--- src/rtl/adder_sched_pkg.sv ---
// Shared types and constants for the round-robin adder scheduler.
package adder_sched_pkg;

  localparam int DATA_W = 14;

  typedef enum logic [1:0] {
    IDLE = 2'd0,
    ADD  = 2'd1,
    RESP = 2'd2
  } state_e;

endpackage

--- src/rtl/full_adder_14bit.sv ---
// 14-bit adder with carry-in and carry-out.
module full_adder_14bit (
  input  logic [13:0] a,
  input  logic [13:0] b,
  input  logic        cin,
  output logic [13:0] sum,
  output logic        cout
);

  assign {cout, sum} = {1'b0, a} + {1'b0, b} + {14'd0, cin};

endmodule

--- src/rtl/rr_arbiter.sv ---
// Round-robin winner selection: first high request at or after rr_ptr, wrapping.
module rr_arbiter #(
  parameter  int NREQ = 4,
  localparam int IDW  = $clog2(NREQ)
) (
  input  logic [NREQ-1:0] req,
  input  logic [IDW-1:0]  rr_ptr,
  output logic [IDW-1:0]  winner,
  output logic            any_req
);

  logic [IDW:0] cand_s;
  logic         found_s;

  // Walk the requesters in rotated order; the extra bit keeps ptr+offset from overflowing.
  always_comb begin
    winner  = '0;
    found_s = 1'b0;
    cand_s  = '0;
    for (int off = 0; off < NREQ; off++) begin
      cand_s = {1'b0, rr_ptr} + (IDW+1)'(off);
      if (cand_s >= (IDW+1)'(NREQ)) begin
        cand_s = cand_s - (IDW+1)'(NREQ);
      end else begin
        cand_s = cand_s;
      end
      if (!found_s && req[cand_s[IDW-1:0]]) begin
        winner  = cand_s[IDW-1:0];
        found_s = 1'b1;
      end else begin
        found_s = found_s;
      end
    end
  end

  assign any_req = |req;

endmodule

--- src/rtl/adder_scheduler.sv ---
// Shares one 14-bit adder among NREQ requesters: IDLE latches the round-robin
// winner's operands, ADD registers the result, RESP pulses that requester's ack.
module adder_scheduler
  import adder_sched_pkg::*;
#(
  parameter  int NREQ = 4,
  localparam int IDW  = $clog2(NREQ)
) (
  input  logic                     clk,
  input  logic                     rst_n,
  input  logic [NREQ-1:0]          req,
  input  logic [NREQ*DATA_W-1:0]   a,
  input  logic [NREQ*DATA_W-1:0]   b,
  input  logic [NREQ-1:0]          cin,
  output logic [NREQ-1:0]          ack,
  output logic [DATA_W-1:0]        sum,
  output logic                     cout,
  output logic [IDW-1:0]           grant_id,
  output logic                     busy
);

  state_e              state_q, state_d;
  logic [DATA_W-1:0]   a_q, a_d, b_q, b_d;
  logic                cin_q, cin_d;
  logic [IDW-1:0]      grant_q, grant_d;
  logic [IDW-1:0]      rr_ptr_q, rr_ptr_d;
  logic [DATA_W-1:0]   sum_q, sum_d;
  logic                cout_q, cout_d;

  logic [IDW-1:0]      winner_s;
  logic                any_req_s;
  logic [DATA_W-1:0]   add_sum_s;
  logic                add_cout_s;

  rr_arbiter #(.NREQ(NREQ)) u_arb (
    .req     (req),
    .rr_ptr  (rr_ptr_q),
    .winner  (winner_s),
    .any_req (any_req_s)
  );

  // The adder only ever sees latched operands, so late input changes cannot leak in.
  full_adder_14bit u_add (
    .a    (a_q),
    .b    (b_q),
    .cin  (cin_q),
    .sum  (add_sum_s),
    .cout (add_cout_s)
  );

  // State register.
  always_ff @(posedge clk or negedge rst_n) begin
    if (!rst_n) begin
      state_q <= IDLE;
    end else begin
      state_q <= state_d;
    end
  end

  // Next-state logic.
  always_comb begin
    state_d = state_q;
    case (state_q)
      IDLE: begin
        if (any_req_s) begin
          state_d = ADD;
        end else begin
          state_d = IDLE;
        end
      end
      ADD:     state_d = RESP;
      RESP:    state_d = IDLE;
      default: state_d = IDLE;
    endcase
  end

  // Datapath next-state: operand latch, result capture, pointer advance.
  always_comb begin
    a_d      = a_q;
    b_d      = b_q;
    cin_d    = cin_q;
    grant_d  = grant_q;
    rr_ptr_d = rr_ptr_q;
    sum_d    = sum_q;
    cout_d   = cout_q;
    case (state_q)
      IDLE: begin
        if (any_req_s) begin
          a_d     = a[winner_s*DATA_W +: DATA_W];
          b_d     = b[winner_s*DATA_W +: DATA_W];
          cin_d   = cin[winner_s];
          grant_d = winner_s;
        end else begin
          grant_d = grant_q;
        end
      end
      ADD: begin
        sum_d  = add_sum_s;
        cout_d = add_cout_s;
      end
      RESP: begin
        if (grant_q == IDW'(NREQ-1)) begin
          rr_ptr_d = '0;
        end else begin
          rr_ptr_d = grant_q + IDW'(1);
        end
      end
      default: begin
        rr_ptr_d = '0;
      end
    endcase
  end

  // Datapath registers.
  always_ff @(posedge clk or negedge rst_n) begin
    if (!rst_n) begin
      a_q      <= '0;
      b_q      <= '0;
      cin_q    <= 1'b0;
      grant_q  <= '0;
      rr_ptr_q <= '0;
      sum_q    <= '0;
      cout_q   <= 1'b0;
    end else begin
      a_q      <= a_d;
      b_q      <= b_d;
      cin_q    <= cin_d;
      grant_q  <= grant_d;
      rr_ptr_q <= rr_ptr_d;
      sum_q    <= sum_d;
      cout_q   <= cout_d;
    end
  end

  // Outputs decoded from the state register only.
  always_comb begin
    ack  = '0;
    busy = (state_q != IDLE);
    if (state_q == RESP) begin
      ack[grant_q] = 1'b1;
    end else begin
      ack = '0;
    end
  end

  assign sum      = sum_q;
  assign cout     = cout_q;
  assign grant_id = grant_q;

endmodule

--- config.mk ---
export PLATFORM = sky130hd
export DESIGN_NAME = adder_scheduler
export DESIGN_NICKNAME = d
export VERILOG_FILES = /design/src/rtl/adder_sched_pkg.sv /design/src/rtl/full_adder_14bit.sv /design/src/rtl/rr_arbiter.sv /design/src/rtl/adder_scheduler.sv
export SDC_FILE = /design/constraint.sdc
export NUM_CORES = 1
export LEC_CHECK = 0
export ABC_AREA = 1
export CAP_MARGIN = 20
export CORE_ASPECT_RATIO = 1.5
export CORE_MARGIN = 2
export CORE_UTILIZATION = 35
export DETAILED_ROUTE_END_ITERATION = 16
export PLACE_DENSITY = 0.65
export RECOVER_POWER = 100
export SETUP_SLACK_MARGIN = 0.5
export SLEW_MARGIN = 0
export SYNTH_ARGS = -nofsm -noshare
export SYNTH_HDL_FRONTEND = slang
export SYNTH_SLANG_ARGS = --single-unit
--- constraint.sdc ---
create_clock -name clk -period 4.91 [get_ports clk]
set_input_delay 0.982 -clock clk [delete_from_list [all_inputs] [get_ports clk]]
set_output_delay 0.982 -clock clk [all_outputs]
set_load 0.02 [all_outputs]
### Yosys cells after proc, flatten, opt, wreduce, memory -nomap -nowiden

Cells that the tools add are included.

| cells by class | value |
|---|---|
| add/sub/neg operators | 10 |
| $mul | 1 |
| $lt $le $gt $ge | 11 |
| eq/ne operators | 3 |
| shifts and indexed selects | 2 |
| multiplexer cells | 28 |
| reductions and logical operators | 12 |

Operators by type and width:

| operator | number |
|---|---|
| $shiftx 56x7->14 | 2 |
| $lt 2x3->1 const B | 6 |
| $mux 2 | 9 |
| $add 14x14->15 | 1 |
| $add 15x1->15 | 1 |
| $bmux 1 s2 | 5 |
| $mux 1 | 10 |
| $ge 3x3->1 const B | 3 |
| $pmux 2 s2 | 2 |
| $sub 2x1->2 const B | 4 |
| $add 2x2->3 const B | 2 |
| $mul 2x3->5 const B | 1 |
| $eq 2x2->1 const B | 2 |
| $logic_and 1x1->1 | 4 |
| $mux 4 | 1 |
| $reduce_or 4->1 | 1 |
| $add 2x1->3 const B | 1 |
| $ge 2x3->1 const B | 1 |
| $logic_not 1->1 | 3 |
| $add 2x1->2 const B | 1 |
| $demux 1 s2 | 1 |
| $eq 2x1->1 const B | 1 |
| $ge 2x1->1 const B | 1 |
| $logic_not 2->1 | 1 |
| 3 further kinds | 3 |

| storage, ports and cells | value |
|---|---|
| bits in registers | 50 |
| bits of input ports | 122 |
| output and inout port bits | 22 |
| logic and storage cells | 75 |

### Depth between registers and ports, before layout

| logic depth | value |
|---|---|
| word-level depth | 16 |
| gate-level depth with buffers | 17 |
| depth with buffers taken out | 14 |

### Hierarchy

Synthesis repeated with hierarchy kept, for this count alone.

| unflattened totals | value |
|---|---|
| cell total of the unflattened synthesis | 718 |
| area total of the unflattened synthesis | 4366.7 um^2 |

Modules (own cells, without submodules):

| module | times used | cells an instance | area each (um^2) | sequential area each (um^2) |
|---|---|---|---|---|
| adder_scheduler | 1 | 513 | 3246.9 | 1251.2 |
| full_adder_14bit | 1 | 156 | 877.1 | 0.0 |
| rr_arbiter | 1 | 49 | 242.7 | 0.0 |

### Least setup slack after synthesis

No wires, ideal clock.

| timing path | value |
|---|---|
| kind | input -> register |
| start point | input port req[3] |
| end point | register a_q[0] |
| library setup time | 0.121 ns |
| arrival | 2.140 ns |
| data required time | 4.789 ns |
| slack | 2.650 ns |
| stages on the path | 11 |
| path buffers | 2 |
| path through | inv_1 > nand2_1 > and2_4 > a21oi_4 > nand4_4 > buf_2 > buf_2 > nand3_1 > nand2_1 > nand2_2 > nand3_2 |

| on the way | value |
|---|---|
| longest elaborated chain between the ends | 14 |
| elaborated cells on any way between the ends | 25 |
| classes of those cells | 1 x mul; 1 x shift; 15 x mux; 8 x reduce/logical |

Ends and longest elaborated chain:

| element | line | text |
|---|---|---|
| from (decl) | adder_scheduler.sv:11 | `input logic [NREQ-1:0] req,` |
| $bmux 1 s2 | rr_arbiter.sv:27 | `if (!found_s && req[cand_s[IDW-1:0]]) begin` |
| $mux 1 (not written as such) | rr_arbiter.sv:27 |  |
| $mux 1 | rr_arbiter.sv:27 |  |
| $logic_not 1->1 | rr_arbiter.sv:27 |  |
| $logic_and 1x1->1 | rr_arbiter.sv:27 |  |
| $mux 1 | rr_arbiter.sv:27 |  |
| $logic_not 1->1 | rr_arbiter.sv:27 |  |
| $logic_and 1x1->1 | rr_arbiter.sv:27 |  |
| $mux 1 | rr_arbiter.sv:27 |  |
| $logic_not 1->1 | rr_arbiter.sv:27 |  |
| $logic_and 1x1->1 | rr_arbiter.sv:27 |  |
| $mux 2 | rr_arbiter.sv:27 |  |
| $mul 2x3->5 | adder_scheduler.sv:89 | `a_d = a[winner_s*DATA_W +: DATA_W];` |
| $shiftx 56x7->14 | adder_scheduler.sv:89 |  |
| to (signal assigned) | adder_scheduler.sv:117 | `a_q <= '0;` |
| to (signal assigned) | adder_scheduler.sv:125 | `a_q <= a_d;` |
| to (decl) | adder_scheduler.sv:23 | `logic [DATA_W-1:0] a_q, a_d, b_q, b_d;` |

Parallel ways exist; a longest one is shown, timed or not. The select of a mux whose other input is x is not followed.
A chain may end at the register's enable or synchronous reset.

### Worst setup path in the final report

| timing path | value |
|---|---|
| start point | input port req[1] |
| end point | register a_q[2] |

Same word-level chain as after synthesis.

==> results.json <==
{
  "drv_cap": 1,
  "grt_pass1_vias": 4113,
  "cp.required_ns": 5.14,
  "insertion_delay_ns": 0.30,
  "grt_max_degree": 60,
  "worstSetupPathType": "input port to flip-flop",
  "worst_slack_ns": 1.64,
  "synth-seq-cells": 50,
  "slowest_stage": "nand2_2",
  "drc": 0,
  "pre_cts_ws_ns": 1.43,
  "tightest_slew_ns": 1.60,
  "violations": "capacitance limit, slew limit",
  "antenna_found_initial": 1,
  "ctsHtreeMaxLevel": 2,
  "finalMaxSlewViolations": 29,
  "holdWs_ns": 0.469,
  "path_max_fanout": 59,
  "hold_class": "flip-flop to flip-flop",
  "ant_nets": 0,
  "synth_fa_ha_area_share_pct": 6.26,
  "dieArea_sq_um": 12400,
  "synth-xor-area-share_pct": 1.30,
  "arrival_ns": 3.50,
  "p_leak_nw": 2.72,
  "rows": 48,
  "synthMuxAreaShare_pct": 0,
  "core_area_sq_um": 11400,
  "vdd_drop_max_mv": 0.405,
  "hpwl_microns": 9550,
  "synth.distinct_cells": 39,
  "yosys.area_share.simple_pct": 47.1,
  "worst-path-buf-inv": 3,
  "synth_top_family_by_area": "simple AND/OR/NAND/NOR gates",
  "crit_path_end_kind": "flip-flop",
  "syn-instance-count": 590,
  "cts_tree": "built",
  "drive_above_1_share_pct": 7.84,
  "drtIter0Drc": 159,
  "max_freq_mhz": 306,
  "overflow": 0,
  "place_congestion": 0.906,
  "cpLargestDelayFamily": "simple AND/OR/NAND/NOR gates",
  "first_pass_iters": 4,
  "die_w_microns": 91.7,
  "die_h_microns": 136,
  "period_needed_ns": 3.27,
  "syn-cell-area_sq_um": 4040,
  "syn_nets": 731,
  "cp_cell_sequence": "dlygate4sd3_1, inv_1, nand2_1, nand3_1, nand2_1, inv_1, nand3_1, nand2_1, nand2_1, nand2_2, nand2_1, nand2_1, nand2_2, nand3_1",
  "layout.nets": 854,
  "ioPinCount": 144,
  "cts_resized": 0,
  "clock_path_buffers": 2,
  "setup_tns_ns": 0,
  "synth-compound-area-share_pct": 5.55,
  "wl_per_cell_microns": 13.7,
  "cts_buffers": 5,
  "num_vias": 4227,
  "slowest_delay_ns": 0.74,
  "hold_viol_final": 0,
  "cpMostUsedCell": "nand2_1",
  "cts_sinks": 50,
  "io_buffers": 143,
  "clk_pin_slew_ns": 0.07,
  "relSlewSlack_pct": -6.98,
  "routed_via_density": 4.88,
  "cts_root_buf": "clkbuf_16",
  "finalClockSkew_ns": 0.00699,
  "cellPowerDensity_nw_per_um2": 664,
  "grt_pass1_wl_microns": 19200,
  "rsz0062_at_grt": "no",
  "status": "finished, violations left",
  "start_util_pct": 35.4,
  "wirelength_microns": 11900,
  "min_period_over_period_pct": 66.6,
  "ys_seq_area_share_pct": 31.0,
  "start_kind": "input port",
  "post_cts_buffers": 0,
  "avgSynthCellArea_sq_um": 6.85,
  "syn2layout_area_growth_pct": 37.6,
  "hold_buffers": 0,
  "grt_use_total_pct": 19.3,
  "setup_viol": 0,
  "yosys_warnings": 0
}
cells in the mapped netlist:
| cell type | instances | area (sq um) |
|---|---|---|
| fa_1 | 2 | 40.0 |
| o2111ai_1 | 1 | 8.76 |
| dfrtp_1 | 50 | 1250 |
| a211oi_1 | 2 | 15.0 |
| a31oi_1 | 3 | 18.8 |
| nand4_1 | 3 | 18.8 |
| inv_8 | 1 | 11.3 |
| xor2_1 | 3 | 26.3 |
| nor2_1 | 17 | 63.8 |
| inv_2 | 1 | 3.75 |
| buf_6 | 5 | 56.3 |
| nor2_2 | 1 | 6.26 |
| inv_4 | 1 | 6.26 |
| and2_4 | 1 | 8.76 |
| o21ai_2 | 1 | 8.76 |
| nand2_2 | 37 | 231 |
| o32ai_1 | 1 | 8.76 |
| clkbuf_1 | 8 | 30.0 |
| o21ai_0 | 17 | 85.1 |
| nand3_1 | 96 | 480 |
| a21oi_1 | 8 | 40.0 |
| o21bai_1 | 3 | 22.5 |
| nand3_2 | 11 | 110 |
| buf_8 | 2 | 30.0 |
| inv_6 | 1 | 8.76 |
| xnor2_1 | 3 | 26.3 |
| buf_2 | 10 | 50.1 |
| buf_4 | 5 | 37.5 |
| nand4_4 | 1 | 21.3 |
| nand3b_1 | 2 | 15.0 |
| a21oi_4 | 1 | 16.3 |
| nor2_4 | 1 | 11.3 |
| nand2_4 | 1 | 11.3 |
| nor3_1 | 2 | 10.0 |
| inv_1 | 32 | 120 |
| nand2_1 | 237 | 890 |
| ha_1 | 17 | 213 |
| nor2_8 | 1 | 20.0 |
| and3_1 | 1 | 6.26 |
stage by stage:
step | cells | total power (W) | area (sq um) | utilization, %
finish | 866 | 0.00369 | 5560 | 48.7
global route | 865 | 0.00410 | 5560 | 48.7
CTS | 864 | 0.00383 | 5640 | 49.4
detailed placement | 856 | 0.00345 | 5480 | 48.1
global placement | 855 | 0.00340 | 5460 | 47.9
floorplan | 590 | 0.00282 | 4040 | -
flip-flops by register name, indices dropped and copies added, names as in the netlist:
| name | flops |
|---|---|
| cin_q | 1 |
| rr_ptr_q | 2 |
| grant_id | 2 |
| state_q | 2 |
| cout | 1 |
| b_q | 14 |
| sum | 14 |
| a_q | 14 |
where the power goes:
| group | switching (W) | total [W] | leakage (nW) | internal, W |
|---|---|---|---|---|
| Combinational | 0.00164 | 0.00256 | 2.03 | 0.000919 |
| Sequential | 0.000139 | 0.000764 | 0.620 | 0.000625 |
| Clock | 0.000162 | 0.000367 | 0.0735 | 0.000205 |
per-layer routing:
layer  global-route usage [%]  part of all wire, %
met5                        0                    0
met4                     7.30                  2.4
met3                     2.62                  4.0
met2                     36.0                   54
met1                     22.1                   40
path summary, 6_finish.rpt:
check | startpoint | endpoint | slack [ns] | cells past startpoint
setup / recovery | req[1] | a_q[2] | 1.64 | 14
hold / removal | sum[0] | sum[0] | 0.47 | 2
setup reg to reg | rr_ptr_q[0] | a_q[2] | 2.25 | 12
hold reg to reg | sum[0] | sum[0] | 0.47 | 2
max in group asynchronous | rst_n | a_q[8] | 1.94 | 2
min in group asynchronous | rst_n | sum[12] | 0.91 | 1
layout by cell type, fill, tap and decap left out, types with 3 or more instances in the layout:
| cell | instances |
|---|---|
| inv_1 | 32 |
| nand4_1 | 3 |
| clkbuf_16 | 5 |
| dfrtp_1 | 50 |
| o21bai_1 | 3 |
| dlygate4sd3_1 | 23 |
| clkdlybuf4s50_1 | 119 |
| ha_1 | 17 |
| xor2_1 | 3 |
| a21oi_1 | 8 |
| a31oi_1 | 3 |
| o21ai_0 | 17 |
| nor2_1 | 18 |
| nand2_1 | 239 |
| xnor2_1 | 3 |
| nand2_2 | 35 |
| nand3_1 | 107 |
cell type report:
class / count / area [sq um]
Antenna cell: 2 / 5.00
Inverter: 36 / 150
Sequential cell: 50 / 1250
Fill cell: 1152 / 5850
Tap cell: 150 / 188
Clock buffer: 6 / 139
Multi-Input combinational cell: 474 / 2370
Clock inverter: 2 / 16.3
Timing Repair Buffer: 146 / 1440
cell families (layout without fill, tap and decap cells):
group | Yosys count | count (layout)
AOI/OAI and AO/OA | 37 | 37
xor gates and xnor gates | 6 | 6
adders and majority gates | 19 | 19
buffers and inverters | 66 | 190
DFF | 50 | 50
other | 0 | 2
and+or+nand+nor | 412 | 412
tightest hold or removal path, stage by stage, from the launching register on:
cell and delay (ns):
dfrtp_1 0.34, nand2_1 0.06, nand2_1 0.05
Note: power is estimated with default switching activity, not from simulation.
